File: src/rtl/alu_seq_ctrl_if.sv
// rtl/alu_seq_ctrl_if.sv - issue, ALU and writeback signal bundle for alu_seq_ctrl
//
// Ports (all 64-bit buses use big-endian numbering, bit 0 is the MSB):
//   req_*  : issue-side valid/ready handshake with opcode, lane width, immediate, operands, tag
//   alu_*  : registered operand/control drive to the multicycle ALU, alu_dout back from it
//   res_*  : writeback-side valid/ready handshake with result, tag and error flag
//   busy   : sequencer is not idle
// Modports: slave = the sequencer, master = the surrounding issue/ALU/writeback logic.
interface alu_seq_ctrl_if #(
    parameter int TAG_W = 5
);
    logic             req_valid;
    logic             req_ready;
    logic [0:5]       req_type;
    logic [0:1]       req_ww;
    logic [0:4]       req_imm;
    logic [0:63]      req_a;
    logic [0:63]      req_b;
    logic [TAG_W-1:0] req_tag;

    logic             alu_en;
    logic [0:5]       alu_type;
    logic [0:1]       alu_ww;
    logic [0:4]       alu_imm;
    logic [0:63]      alu_a;
    logic [0:63]      alu_b;
    logic [0:63]      alu_dout;

    logic             res_valid;
    logic             res_ready;
    logic [0:63]      res_data;
    logic [TAG_W-1:0] res_tag;
    logic             res_err;

    logic             busy;

    modport slave (
        input  req_valid, req_type, req_ww, req_imm, req_a, req_b, req_tag,
        input  alu_dout, res_ready,
        output req_ready,
        output alu_en, alu_type, alu_ww, alu_imm, alu_a, alu_b,
        output res_valid, res_data, res_tag, res_err, busy
    );

    modport master (
        output req_valid, req_type, req_ww, req_imm, req_a, req_b, req_tag,
        output alu_dout, res_ready,
        input  req_ready,
        input  alu_en, alu_type, alu_ww, alu_imm, alu_a, alu_b,
        input  res_valid, res_data, res_tag, res_err, busy
    );
endinterface

File: src/rtl/alu_seq_ctrl.sv
// rtl/alu_seq_ctrl.sv - one-op-at-a-time sequencer in front of the multicycle SIMD ALU
//
// Ports:
//   clk      : rising-edge clock
//   reset_n  : synchronous active-low reset
//   bus      : alu_seq_ctrl_if.slave (issue handshake, ALU drive, writeback handshake, busy)
// Parameters:
//   ADD_LAT  : ALU hold cycles for add/sub (1..15)
//   MUL_LAT  : ALU hold cycles for mul-even/mul-odd (1..15)
//   TAG_W    : destination tag width
module alu_seq_ctrl #(
    parameter int ADD_LAT = 1,
    parameter int MUL_LAT = 3,
    parameter int TAG_W   = 5
) (
    input  logic           clk,
    input  logic           reset_n,
    alu_seq_ctrl_if.slave  bus
);
    localparam logic [0:5] OP_ADD  = 6'b000101;
    localparam logic [0:5] OP_SUB  = 6'b000110;
    localparam logic [0:5] OP_MULO = 6'b000111;
    localparam logic [0:5] OP_MULE = 6'b001000;

    localparam logic [3:0] ADD_CNT = 4'(ADD_LAT - 1);
    localparam logic [3:0] MUL_CNT = 4'(MUL_LAT - 1);

    typedef enum logic [1:0] {
        ST_IDLE,
        ST_EXEC,
        ST_DONE
    } state_t;

    state_t           r_state;
    logic [3:0]       r_cnt;
    logic             r_alu_en;
    logic [0:5]       r_alu_type;
    logic [0:1]       r_alu_ww;
    logic [0:4]       r_alu_imm;
    logic [0:63]      r_alu_a;
    logic [0:63]      r_alu_b;
    logic             r_res_valid;
    logic [0:63]      r_res_data;
    logic [TAG_W-1:0] r_res_tag;
    logic             r_res_err;
    logic             r_busy;

    logic             w_req_ready;
    logic             w_accept;
    logic             w_supported;
    logic [3:0]       w_load_cnt;

    // DONE can take a new op in the same cycle its result is consumed.
    assign w_req_ready = (r_state == ST_IDLE) || ((r_state == ST_DONE) && bus.res_ready);
    assign w_accept    = bus.req_valid && w_req_ready;

    always_comb begin
        w_supported = 1'b0;
        w_load_cnt  = 4'd0;
        case (bus.req_type)
            OP_ADD, OP_SUB: begin
                w_supported = 1'b1;
                w_load_cnt  = ADD_CNT;
            end
            OP_MULE, OP_MULO: begin
                w_supported = 1'b1;
                w_load_cnt  = MUL_CNT;
            end
            default: begin
                w_supported = 1'b0;
                w_load_cnt  = 4'd0;
            end
        endcase
    end

    always_ff @(posedge clk) begin
        if (!reset_n) begin
            r_state     <= ST_IDLE;
            r_cnt       <= 4'd0;
            r_alu_en    <= 1'b0;
            r_alu_type  <= '0;
            r_alu_ww    <= '0;
            r_alu_imm   <= '0;
            r_alu_a     <= '0;
            r_alu_b     <= '0;
            r_res_valid <= 1'b0;
            r_res_data  <= '0;
            r_res_tag   <= '0;
            r_res_err   <= 1'b0;
            r_busy      <= 1'b0;
        end else begin
            case (r_state)
                ST_IDLE, ST_DONE: begin
                    if (w_accept) begin
                        r_alu_type <= bus.req_type;
                        r_alu_ww   <= bus.req_ww;
                        r_alu_imm  <= bus.req_imm;
                        r_alu_a    <= bus.req_a;
                        r_alu_b    <= bus.req_b;
                        r_res_tag  <= bus.req_tag;
                        r_busy     <= 1'b1;
                        if (w_supported) begin
                            r_state     <= ST_EXEC;
                            r_cnt       <= w_load_cnt;
                            r_alu_en    <= 1'b1;
                            r_res_valid <= 1'b0;
                        end else begin
                            // Unsupported ops never touch the ALU; report straight away.
                            r_state     <= ST_DONE;
                            r_alu_en    <= 1'b0;
                            r_res_valid <= 1'b1;
                            r_res_data  <= '0;
                            r_res_err   <= 1'b1;
                        end
                    end else if ((r_state == ST_DONE) && bus.res_ready) begin
                        r_state     <= ST_IDLE;
                        r_res_valid <= 1'b0;
                        r_busy      <= 1'b0;
                    end
                end
                ST_EXEC: begin
                    if (r_cnt == 4'd0) begin
                        r_state     <= ST_DONE;
                        r_alu_en    <= 1'b0;
                        r_res_valid <= 1'b1;
                        r_res_data  <= bus.alu_dout;
                        r_res_err   <= 1'b0;
                    end else begin
                        r_cnt <= r_cnt - 4'd1;
                    end
                end
                default: begin
                    r_state     <= ST_IDLE;
                    r_alu_en    <= 1'b0;
                    r_res_valid <= 1'b0;
                    r_busy      <= 1'b0;
                end
            endcase
        end
    end

    assign bus.req_ready = w_req_ready;
    assign bus.alu_en    = r_alu_en;
    assign bus.alu_type  = r_alu_type;
    assign bus.alu_ww    = r_alu_ww;
    assign bus.alu_imm   = r_alu_imm;
    assign bus.alu_a     = r_alu_a;
    assign bus.alu_b     = r_alu_b;
    assign bus.res_valid = r_res_valid;
    assign bus.res_data  = r_res_data;
    assign bus.res_tag   = r_res_tag;
    assign bus.res_err   = r_res_err;
    assign bus.busy      = r_busy;
endmodule

File: src/flat_wrapper.sv
// flat-port wrapper written by rule: the top's interface ports become plain ports
module alu_seq_ctrl_flat 
#(
    parameter int ADD_LAT = 1,
    parameter int MUL_LAT = 3,
    parameter int TAG_W   = 5
)
  (clk, reset_n, bus_req_valid, bus_req_type, bus_req_ww, bus_req_imm, bus_req_a, bus_req_b, bus_req_tag, bus_alu_dout, bus_res_ready, bus_req_ready, bus_alu_en, bus_alu_type, bus_alu_ww, bus_alu_imm, bus_alu_a, bus_alu_b, bus_res_valid, bus_res_data, bus_res_tag, bus_res_err, bus_busy);
  alu_seq_ctrl_if #(.TAG_W(TAG_W)) bus_i ();
  input  logic clk;
  input  logic reset_n;
  input wire logic [$bits(bus_i.req_valid)-1:0] bus_req_valid;
  input wire logic [$bits(bus_i.req_type)-1:0] bus_req_type;
  input wire logic [$bits(bus_i.req_ww)-1:0] bus_req_ww;
  input wire logic [$bits(bus_i.req_imm)-1:0] bus_req_imm;
  input wire logic [$bits(bus_i.req_a)-1:0] bus_req_a;
  input wire logic [$bits(bus_i.req_b)-1:0] bus_req_b;
  input wire logic [$bits(bus_i.req_tag)-1:0] bus_req_tag;
  input wire logic [$bits(bus_i.alu_dout)-1:0] bus_alu_dout;
  input wire logic [$bits(bus_i.res_ready)-1:0] bus_res_ready;
  output wire logic [$bits(bus_i.req_ready)-1:0] bus_req_ready;
  output wire logic [$bits(bus_i.alu_en)-1:0] bus_alu_en;
  output wire logic [$bits(bus_i.alu_type)-1:0] bus_alu_type;
  output wire logic [$bits(bus_i.alu_ww)-1:0] bus_alu_ww;
  output wire logic [$bits(bus_i.alu_imm)-1:0] bus_alu_imm;
  output wire logic [$bits(bus_i.alu_a)-1:0] bus_alu_a;
  output wire logic [$bits(bus_i.alu_b)-1:0] bus_alu_b;
  output wire logic [$bits(bus_i.res_valid)-1:0] bus_res_valid;
  output wire logic [$bits(bus_i.res_data)-1:0] bus_res_data;
  output wire logic [$bits(bus_i.res_tag)-1:0] bus_res_tag;
  output wire logic [$bits(bus_i.res_err)-1:0] bus_res_err;
  output wire logic [$bits(bus_i.busy)-1:0] bus_busy;
  assign bus_i.req_valid = bus_req_valid;
  assign bus_i.req_type = bus_req_type;
  assign bus_i.req_ww = bus_req_ww;
  assign bus_i.req_imm = bus_req_imm;
  assign bus_i.req_a = bus_req_a;
  assign bus_i.req_b = bus_req_b;
  assign bus_i.req_tag = bus_req_tag;
  assign bus_i.alu_dout = bus_alu_dout;
  assign bus_i.res_ready = bus_res_ready;
  assign bus_req_ready = bus_i.req_ready;
  assign bus_alu_en = bus_i.alu_en;
  assign bus_alu_type = bus_i.alu_type;
  assign bus_alu_ww = bus_i.alu_ww;
  assign bus_alu_imm = bus_i.alu_imm;
  assign bus_alu_a = bus_i.alu_a;
  assign bus_alu_b = bus_i.alu_b;
  assign bus_res_valid = bus_i.res_valid;
  assign bus_res_data = bus_i.res_data;
  assign bus_res_tag = bus_i.res_tag;
  assign bus_res_err = bus_i.res_err;
  assign bus_busy = bus_i.busy;
  alu_seq_ctrl #(.ADD_LAT(ADD_LAT), .MUL_LAT(MUL_LAT), .TAG_W(TAG_W)) u_core (.clk(clk), .reset_n(reset_n), .bus(bus_i));
endmodule
File: config.mk
export PLATFORM = sky130hd
export DESIGN_NAME = alu_seq_ctrl_flat
export DESIGN_NICKNAME = d
export VERILOG_FILES = /design/src/rtl/alu_seq_ctrl_if.sv /design/src/rtl/alu_seq_ctrl.sv /design/src/flat_wrapper.sv
export SDC_FILE = /design/constraint.sdc
export NUM_CORES = 1
export LEC_CHECK = 0
export ABC_AREA = 1
export ABC_CLOCK_PERIOD_IN_PS = 4500
export BUFFER_PORTS_ARGS = -buffer_cell sky130_fd_sc_hd__buf_2
export CORE_AREA = 8 8 162 164
export DETAILED_ROUTE_END_ITERATION = 7
export DIE_AREA = 0 0 170 172
export PLACE_DENSITY = 0.71
export SLEW_MARGIN = 15
export SYNTH_ARGS = -nofsm -noshare
export SYNTH_HDL_FRONTEND = slang
export SYNTH_SLANG_ARGS = --single-unit
File: constraint.sdc
create_clock -name clk -period 4.5 [get_ports clk]
set_input_delay 0.225 -clock clk [delete_from_list [all_inputs] [get_ports clk]]
set_output_delay 0.225 -clock clk [all_outputs]
set_load 0.03 [all_outputs]
# Yosys cells after proc, flatten, opt, wreduce, memory -nomap -nowiden
# Index checks and enable logic that the tools add are counted.
# totals
output_inout_bits	215
input_bits	214
ff_bits	220
# classes
n_mux	29
bitwise	1
eq_ne	12
n_addsub	1
n_reduce_logical	15
# op_table
cell	n
64-bit two-way mux	3
64-bit one-hot mux with 2 select lines	1
6-bit by 3-bit == test with 1-bit output, second input constant	3
4-bit two-way mux	3
1-bit two-way mux	11
2-bit two-way mux	5
1-bit one-hot mux with 2 select lines	4
4-bit one-hot mux with 2 select lines	1
2-bit AND reduction	4
4-bit AND reduction	2
6-bit by 4-bit == test with 1-bit output, second input constant	1
2-bit by 1-bit inequality test with 1-bit output, second input constant	3
4-bit logical NOT	1
2-bit inequality test, second input constant	2
2-bit one-hot mux with 2 select lines	1
2-bit OR reduction	2
4-bit OR reduction	1
4-bit by 1-bit subtractor with 4-bit output, second input constant	1
3-bit by 1-bit inequality test with 1-bit output, second input constant	1
2-bit by 1-bit == test with 1-bit output, second input constant	1
2-bit == test, second input constant	1
1-bit logical AND	2
2-bit logical NOT	1
2-bit nonzero test	1
other kinds (2)	2

# Logic depth before layout (Yosys ltp)
# Gate-level depths: netlist of run 1.
# logic_depth
depth_word	6
ltp_mapped	10
depth_no_buf	9

# Least setup slack after synthesis of run 1
# No wires, ideal clock.
# synth_timing
kind	register to register
start	reg u_core.r_state[1]
end	reg u_core.r_res_data, in the netlist u_core.bus.res_data[22]
period_less_slack_ns	1.549
required_time_ns	4.429
setup_ns	0.071
t_arrival_ns	1.478
path_stages_with_launch	10
path_slack_ns	2.951
cell_sequence	dfxtp_1 -> nand2_1 -> nand3_2 -> buf_6 -> inv_4 -> nand3_4 -> buf_8 -> buf_8 -> nand3_2 -> a21oi_2
# synth_via
elab_chain_len	6
elab_cells_between_ends	13
classes_between	eq/ne: 5; mux: 1; reduce/logical: 7
# synth_lines
item	line_no	rtl
start, declared	alu_seq_ctrl.sv:34	state_t r_state;
start signal, assigned	alu_seq_ctrl.sv:78	r_state <= ST_IDLE;
start signal, assigned	alu_seq_ctrl.sv:103	r_state <= ST_EXEC;
start signal, assigned	alu_seq_ctrl.sv:109	r_state <= ST_DONE;
2-bit == test	alu_seq_ctrl.sv:54, alu_seq_ctrl.sv:92	
1-bit logical AND	alu_seq_ctrl.sv:54	assign w_req_ready = (r_state == ST_IDLE) || ((r_state == ST_DONE) && bus.res_ready);
1-bit logical OR	alu_seq_ctrl.sv:54	
1-bit logical AND	alu_seq_ctrl.sv:55	assign w_accept = bus.req_valid && w_req_ready;
2-bit by 1-bit inequality test with 1-bit output (no line)	n/a	
4-bit AND reduction (no line)	n/a	
end signal, assigned	alu_seq_ctrl.sv:126	r_res_data <= bus.alu_dout;
end, declared	alu_seq_ctrl.sv:43	logic [0:63] r_res_data;
# Parallel ways exist; a longest one is shown, timed or not.
# A chain may end at the register's enable or synchronous reset.

# Final worst setup path of run 1
# layout_timing
start	reg u_core.r_state[1]
end	reg u_core.r_res_data, in the netlist u_core.bus.res_data[5]
# The elaborated chain is that of the path after synthesis.

==> reports/results.ini, run 1 <==
[outcome]
status=complete, no violations

[sta]
post-route-period-util_pct=60.4
period_needed_ps=2720
worstMarginPinSlew_ps=1160
drv_slew=0
fin_worst_skew_ps=6.48
grt_setup_unrepaired=false
fmax_ghz=0.368
max_slew_margin_pct=22.4
tns_ps=0
setup_slack_ps=1780
setup_viol=0
final_hold_viol_count=0

[die]
core-area_mm2=0.0238
initial_core_util_pct=34.9
die_h_um=172
row_count=57
die_w_um=170
die-area_mm2=0.0292
io_pins=429

[placed_design]
place_ws_ps=1750
finalWeightedCongestion=0.859
io_buffers=428
dp_hpwl_um=19700
placed_area_mm2=0.0105
placed_cells=1680

[final_layout]
seqCellArea_mm2=0.00438
stdcell_count=1927
multiInputGateArea_mm2=0.00343
areaGrowthSynthToFinish_pct=60.6
final_cell_mix=buf_2 (428), nand2_1 (307), dfxtp_1 (219)
fillerInstances=2001
final_nets=1799
layout-drive-gt1-share_pct=34.5
finalInstanceArea_mm2=0.0133
final_common_cell=buf_2

[worst_setup_path]
critPathKind=flip-flop to flip-flop
critPathMaxFanout=66
arrival_ps=3050
required_ps=4840
cp-start-kind=flip-flop
end_kind=flip-flop

[yosys]
ys_types=26
synth_nets=1222
syn_area_mm2=0.00830
ys.flop_type=dfxtp_1
synth_enable_flop_cells=0
yosysSeqAreaShare_pct=52.8
syn_avg_cell_area_um2=8.25
ys_ff_latch=219
ys_warn_count=0
async_flop_share_pct=0
netlist_instances=1006

[clocking]
cts_resized=0
cts_hold_buf=201
cts_tree=yes
cts_root_buffer=clkbuf_16
clockBufferDepth=3
cts.htree.levels=1
numCtsBuffers=24
path_clk_slew_ps=60
cts_setup_buffers=0
cts.sinks=219
insertion_delay_ps=510

[detailed_routing]
via_per_inst=4.88
wl_um=32700
drtIter0Drc=736
ant_nets=0
drt-pass1-iter-count=5
avgRoutedWirePerCell_um=17.0
drc_errors=0
num_vias=9401

[global_route]
antenna_found_initial=1
grt_pass1_vias=9728
grt.overflow.total=0
grt_pass1_wl_um=50700
grt_max_degree=153
gr-usage-all-layers_pct=21.1

[power]
power_mw=4.90
leakagePower_nw=5.99
irDropWorstVdd_mv=0.274
p_per_area_mw_per_mm2=367

[worst_hold_path]
min_path_type=input pin to flip-flop

[job]
drv_cap=0

[worst max-delay path: stages (launching register included)]
cell and delay (ps):
dfxtp_1 360, nand2_1 140, nand3_4 540, inv_4 270, nand3_4 750, nand3_1 320, a21oi_1 100
[cell families (layout without fill, tap and decap cells)]
family / count (synthesis) / after routing / share of synthesized area, %
AO/OA/AOI/OAI: 222 / 222 / 14.9
buffers and inverters: 100 / 693 / 6.09
XOR/XNOR: 1 / 1 / 0.105
flip-flops: 219 / 219 / 52.8
other: 0 / 4 / 0
adder cells (fa/ha/maj): 2 / 2 / 0.301
AND/OR/NAND/NOR: 462 / 462 / 25.8
[path summary, 6_finish.rpt]
kind                                    from                                    to  slack [ps]  cells past startpoint
max reg2reg   u_core.r_state[1]$_SDFFE_PN0P_   u_core.bus.res_data[5]$_SDFFE_PN0P_        1780                      6
max           u_core.r_state[1]$_SDFFE_PN0P_   u_core.bus.res_data[5]$_SDFFE_PN0P_        1780                      6
min                         bus_alu_dout[31]  u_core.bus.res_data[32]$_SDFFE_PN0P_          20                      3
min reg2reg  u_core.bus.res_err$_SDFFE_PN0P_       u_core.bus.res_err$_SDFFE_PN0P_         450                      2
[report_power, final]
group	total, mW	internal, mW	switching [mW]
Combinational	0.787	0.309	0.478
Clock	2.03	1.26	0.777
Sequential	2.08	2.03	0.0465
[cells in the mapped netlist, types with 2 or more instances]
cell | number | area, µm²
buf_6 | 2 | 22.5
buf_8 | 5 | 75.1
inv_1 | 14 | 52.6
buf_4 | 7 | 52.6
clkbuf_1 | 44 | 165
a21oi_2 | 34 | 298
a21oi_1 | 182 | 911
nand3_1 | 97 | 485
buf_2 | 24 | 120
nand2_1 | 308 | 1160
dfxtp_1 | 219 | 4380
ha_1 | 2 | 25.0
o21ai_0 | 5 | 25.0
nand3_2 | 41 | 410
nor2_1 | 11 | 41.3
[layout make-up]
type                            instances  share of cell area [%]
Tap cell                              324                    3.04
Multi-Input combinational cell        687                    25.7
Inverter                               17                   0.535
Timing Repair Buffer                  634                    31.6
Clock inverter                          3                   0.488
Clock buffer                           39                    5.68
Sequential cell                       219                    32.9
Antenna cell                            4                  0.0750
[registers in the layout, indices dropped and copies added, names as in the netlist]
| signal | flops |
|---|---|
| u_core.bus.alu_type | 6 |
| u_core.bus.res_data | 64 |
| u_core.bus.alu_en | 1 |
| u_core.bus.res_err | 1 |
| u_core.r_cnt | 4 |
| u_core.r_state | 2 |
| u_core.bus.alu_ww | 2 |
| u_core.bus.res_tag | 5 |
| u_core.bus.busy | 1 |
| u_core.bus.alu_b | 64 |
| u_core.bus.alu_imm | 5 |
| u_core.bus.alu_a | 64 |
[metal layers]
metal	part of all wire [%]	track usage, %	up-vias
li1	-	-	4478
met1	37	23.6	4303
met5	0	0	-
met3	10	6.55	118
met2	48	36.3	502
met4	4.5	9.99	0
[per-stage QoR]
| step | hold slack [ps] | util [%] |
|---|---|---|
| finish | 21.6 | 56.0 |
| CTS | 0.765 | 56.0 |
| global placement | 436 | 44.1 |
| floorplan | 345 | - |
| detailed placement | 451 | 44.1 |
| global route | 3.91 | 56.0 |
(Power assumes the default switching activity.)
==> run 2, diff against run 1 <==
--- a/config.mk
+++ b/config.mk
@@ -6,7 +6,7 @@
 export NUM_CORES = 1
 export LEC_CHECK = 0
 export ABC_AREA = 1
-export ABC_CLOCK_PERIOD_IN_PS = 4500
+export ABC_CLOCK_PERIOD_IN_PS = 2500
 export BUFFER_PORTS_ARGS = -buffer_cell sky130_fd_sc_hd__buf_2
 export CORE_AREA = 8 8 162 164
 export DETAILED_ROUTE_END_ITERATION = 7
==> constraint.sdc (replaced) <==
create_clock -name clk -period 2.5 [get_ports clk]
set_input_delay 0.125 -clock clk [delete_from_list [all_inputs] [get_ports clk]]
set_output_delay 0.125 -clock clk [all_outputs]
set_load 0.03 [all_outputs]
==> reports/results.ini, run 2 (synthesis results as in run 1) <==
[outcome]
status=complete, no violations

[worst_setup_path]
r2r_slack_ps=550
rr_endpoint=u_core.bus.alu_type[2]$_SDFFE_PN0P_
cp-start-kind=flip-flop
end_kind=flip-flop
r2r-start=u_core.r_state[1]$_SDFFE_PN0P_
arrival_ps=2410
ff2ff_path_depth=7
critPathMaxFanout=95
required_ps=2960
critPathKind=flip-flop to flip-flop

[die]
die_w_um=170
io_pins=429
die_h_um=172
die-area_mm2=0.0292
core-area_mm2=0.0238
row_count=57
initial_core_util_pct=34.9

[global_route]
grt.overflow.total=0
grt.met1_usage_pct=23.9
grt_pass1_vias=9927
antenna_found_initial=1
grt_pass1_wl_um=51900
gr-usage-all-layers_pct=21.5
use_met3_pct=6.94
grt_max_degree=145
busiest_layer=met2
grt_use_met2_pct=37.1

[sta]
period_needed_ps=1950
grt_setup_unrepaired=false
setup_viol=0
drv_slew=0
tns_ps=0
post-route-period-util_pct=78.2
fin_worst_skew_ps=8.79
setup_slack_ps=546
final_hold_viol_count=0
max_slew_margin_pct=51.9
fmax_ghz=0.512
worstMarginPinSlew_ps=721

[placed_design]
io_buffers=428
finalWeightedCongestion=0.809
dp_hpwl_um=20100
place_ws_ps=602

[power]
irDropWorstVdd_mv=0.579
leakagePower_nw=6.14
p_per_area_mw_per_mm2=664
power_mw=9.06

[final_layout]
final_util_pct=57.3
fillerInstances=1997
final_cell_mix=buf_2 (428), nand2_1 (307), dfxtp_1 (219)
areaGrowthSynthToFinish_pct=64.3
layout-drive-gt1-share_pct=34.9
final_nets=1821
final_common_cell=buf_2

[clocking]
path_clk_slew_ps=60
clockBufferDepth=3
numCtsBuffers=24
cts_tree=yes
cts_setup_buffers=0
cts_hold_buf=215
cts.htree.levels=1
insertion_delay_ps=510
cts.sinks=219
cts_resized=0
cts_root_buffer=clkbuf_16

[detailed_routing]
avgRoutedWirePerCell_um=17.0
drt-pass1-iter-count=5
num_vias=9512
drc_errors=0
drtIter0Drc=772
ant_nets=0
via_per_inst=4.87
wl_um=33200

[worst_hold_path]
hold-path-endpoint=u_core.r_state[1]$_SDFFE_PN0P_
min_path_type=input pin to flip-flop
min-delay-start=bus_res_ready
whs_path_depth=6

[job]
drv_cap=0

## run 2: power breakdown
| part | leakage (nW) | switching (mW) | internal [mW] |
|---|---|---|---|
| combinational | 3.91 | 0.873 | 0.589 |
| sequential | 1.79 | 0.0832 | 3.65 |
| clock | 0.432 | 1.46 | 2.40 |
## run 2: worst max path at each step
stage | from | to | slack [ps] | depth (start not counted)
after CTS | u_core.r_state[1]$_SDFFE_PN0P_ | u_core.bus.alu_type[4]$_SDFFE_PN0P_ | 560 | 7
after detailed placement | u_core.r_cnt[0]$_SDFFE_PN0P_ | u_core.r_cnt[2]$_SDFFE_PN0P_ | 600 | 8
final | u_core.r_state[1]$_SDFFE_PN0P_ | u_core.bus.alu_type[2]$_SDFFE_PN0P_ | 550 | 7
after global routing | u_core.r_state[1]$_SDFFE_PN0P_ | u_core.bus.alu_type[5]$_SDFFE_PN0P_ | 340 | 7
after floorplan | u_core.r_state[1]$_SDFFE_PN0P_ | u_core.bus.res_data[22]$_SDFFE_PN0P_ | 950 | 9
after global placement | u_core.r_cnt[0]$_SDFFE_PN0P_ | u_core.r_cnt[3]$_SDFFE_PN0P_ | 600 | 8
## run 2: metrics by stage
stage	hold WS, ps	instance area [µm²]	std cells
2_1_floorplan	245	8300	1006
3_3_place_gp	374	10600	1688
3_5_place_dp	378	10600	1688
4_1_cts	63.4	13600	1947
5_1_grt	134	13600	1948
6_report	74.5	13600	1954
## run 2: metal layers
metal  vias to the layer above  share of wire (%)
met5                         -                  0
met4                         0                4.1
met3                       109                 10
met2                       493                 48
met1                      4386                 37
li1                       4524                  -
## run 2: critical path, stage by stage (launching register included)
cell and delay [ps]:
dfxtp_1 370, nand2_1 140, nand3_4 110, inv_4 110
buf_12 310, o21ai_0 130, a21oi_1 120, dlygate4sd3_1 550
## run 2: cell type report
| class | instances | area [µm²] | area share, % |
|---|---|---|---|
| timing repair buffer | 656 | 4470 | 32.7 |
| sequential | 219 | 4380 | 32.1 |
| multi-input combinational | 687 | 3430 | 25.1 |
| clock buffer | 29 | 661 | 4.84 |
| tap | 324 | 405 | 2.97 |
| clock inverter | 15 | 210 | 1.54 |
| inverter | 17 | 71.3 | 0.523 |
| antenna | 7 | 17.5 | 0.128 |
==> run 3, diff against run 2 <==
--- a/config.mk
+++ b/config.mk
@@ -5,12 +5,12 @@
 export SDC_FILE = /design/constraint.sdc
 export NUM_CORES = 1
 export LEC_CHECK = 0
-export ABC_AREA = 1
-export ABC_CLOCK_PERIOD_IN_PS = 2500
+export ABC_AREA = 0
+export ABC_CLOCK_PERIOD_IN_PS = 1600
 export BUFFER_PORTS_ARGS = -buffer_cell sky130_fd_sc_hd__buf_2
-export CORE_AREA = 8 8 162 164
+export CORE_AREA = 8 8 160 162
 export DETAILED_ROUTE_END_ITERATION = 7
-export DIE_AREA = 0 0 170 172
+export DIE_AREA = 0 0 168 170
 export PLACE_DENSITY = 0.71
 export SLEW_MARGIN = 15
 export SYNTH_ARGS = -nofsm -noshare
==> constraint.sdc (replaced) <==
create_clock -name clk -period 1.6 [get_ports clk]
set_input_delay 0.08 -clock clk [delete_from_list [all_inputs] [get_ports clk]]
set_output_delay 0.08 -clock clk [all_outputs]
set_load 0.03 [all_outputs]
==> reports/results.ini, run 3 <==
[sta]
period_needed_ps=1640
grt_setup_unrepaired=true
fin_worst_skew_ps=10.6
tns_ps=-289
setup_viol=21
post-route-period-util_pct=102
setup_slack_ps=-37.3
worstMarginPinSlew_ps=495
drv_slew=0
final_hold_viol_count=0
fmax_ghz=0.611
max_slew_margin_pct=67.0

[detailed_routing]
num_vias=9028
drc_errors=0
wl_um=33500
drtIter0Drc=767
via_per_inst=5.02
drt-pass1-iter-count=8
avgRoutedWirePerCell_um=18.6
ant_nets=0

[global_route]
antenna_found_initial=5
grt.overflow.total=0
gr-usage-all-layers_pct=21.1
grt_pass1_wl_um=49100
grt_pass1_vias=9148
grt_max_degree=104

[final_layout]
seqCellArea_mm2=0.00439
final_util_pct=57.2
areaGrowthSynthToFinish_pct=74.8
multiInputGateArea_mm2=0.00287
finalInstanceArea_mm2=0.0132
final_nets=1698
final_cell_mix=buf_2 (428), nand2_1 (295), dfxtp_1 (217)
final_common_cell=buf_2
layout-drive-gt1-share_pct=34.7
fillerInstances=1830

[placed_design]
place_ws_ps=-15.7
dp_hpwl_um=20400
finalWeightedCongestion=0.812
io_buffers=428
placed_area_mm2=0.0101

[yosys]
synth.most_common_cell=nand2_1
ys.flop_type=dfxtp_1
synth_enable_flop_cells=0
ys_ff_latch=219
synth_area_leaders=dfxtp_1 (58%), nand2_1 (15%), a21oi_1 (10%)
yosysTopAreaCellShare_pct=58.1
netlist_instances=845
async_flop_share_pct=0
syn_avg_cell_area_um2=8.93
yosys-top-cells-count=nand2_1 (297), dfxtp_1 (219), a21oi_1 (150)
ys_types=38
ys_warn_count=0
syn_area_mm2=0.00754
synth_nets=1061
yosysSeqAreaShare_pct=58.1
synth_top_area_cell=dfxtp_1

[clocking]
insertion_delay_ps=500
cts.sinks=219
clockBufferDepth=3
path_clk_slew_ps=60
cts_root_buffer=clkbuf_16
cts.htree.levels=1
cts_tree=yes
numCtsBuffers=23

[power]
leakagePower_nw=6.17
p_per_area_mw_per_mm2=1010
irDropWorstVdd_mv=0.915

[worst_setup_path]
cp-start-kind=flip-flop
required_ps=2040
end_kind=flip-flop
arrival_ps=2070
max_stage_delay_ps=320
critPathMaxFanout=9
critPathKind=flip-flop to flip-flop
crit_path_cell_trace=inv_2 -> ha_4 -> nor3b_4 -> nand2_2 -> nor2_4 -> buf_12 -> clkbuf_16 -> a32o_1
cp_top_family=simple AND/OR/NAND/NOR gates
worst-path-buf-inv=3
worst_path_max_delay_cell=dfxtp_2

[die]
core-area_mm2=0.0231
row_count=56
initial_core_util_pct=32.7
die-area_mm2=0.0286
io_pins=429
die_w_um=168
die_h_um=170

[outcome]
status=complete, but fails checks
violations=negative setup slack

[worst_hold_path]
min_path_type=input pin to flip-flop

[job]
drv_cap=0

-- run 3: changes by cell type in the layout (fill, tap and decap cells not counted), sizes merged, moves of 3 or more --
cell and change:
nand3 -136, a21oi -65, a32o +64, buf +24
inv -13, nand2 -12, clkbuf +10, clkinv -6
nor2 -6, bufinv -3
-- run 3: final timing paths --
kind | from | to | slack (ps) | cells after the start
worst max-delay path | u_core.r_cnt[1]$_SDFFE_PN0P_ | u_core.bus.res_data[35]$_SDFFE_PN0P_ | -40 | 8
worst min-delay path | bus_alu_dout[26] | u_core.bus.res_data[37]$_SDFFE_PN0P_ | 340 | 3
worst max register to register | u_core.r_cnt[1]$_SDFFE_PN0P_ | u_core.bus.res_data[35]$_SDFFE_PN0P_ | -40 | 8
worst min register to register | u_core.bus.res_err$_SDFFE_PN0P_ | u_core.bus.res_err$_SDFFE_PN0P_ | 440 | 2
-- run 3: cells by family (layout without fill, tap and decap cells) --
logic type / count (synthesis) / after routing / share of synthesized area [%]
simple gates: 318 / 318 / 16.6
other cells: 0 / 9 / 0
buf+inv: 73 / 726 / 4.60
fa+ha+maj: 2 / 2 / 0.332
flops: 219 / 219 / 58.1
compound gates: 233 / 233 / 20.3
-- run 3: per-layer routing --
layer  GRT usage [%]  wire (µm)  vias to the layer above
met5               0         13                        -
met4            11.3       1770                        2
met3            7.32       3390                      113
met2            36.9      16400                      528
met1            22.1      11900                     4205
li1                -          -                     4180
-- run 3: report_power, final --
group          internal (mW)  switching (mW)
clock                   3.13            2.12
combinational          0.931            1.28
sequential              5.68           0.119
-- run 3: cell type report --
cell class | instances | share of cell area, %
clock inverters | 5 | 0.598
inverters | 4 | 0.133
clock buffers | 36 | 4.96
multi-input cells | 553 | 21.7
flip-flops and latches | 219 | 33.3
well taps | 290 | 2.75
repair buffers | 681 | 36.4
diodes | 9 | 0.171
-- run 3: repair_timing --
item	CTS	global route
gates resized for setup	1	14
cloned	0	5
pin swaps	0	9
setup endpoints to repair	38	68
hold buffers	213	0
setup buffers	0	3
hold endpoints to repair	216	0
-- run 3: stage by stage --
stage | instances | power, mW | hold WS [ps]
floorplan | 845 | 6.90 | 198
global placement | 1526 | 7.62 | 290
detailed placement | 1526 | 7.65 | 293
CTS | 1780 | 13.3 | 302
global route | 1792 | 13.7 | 317
finish | 1797 | 13.3 | 336
-- run 3: worst register-to-register path, cell delays in order (launching register included) --
cell       delay, ps
dfxtp_2          320
inv_2             70
ha_4             130
nor3b_4          300
nand2_2          130
nor2_4           150
buf_12           160
clkbuf_16        170
a32o_1           140
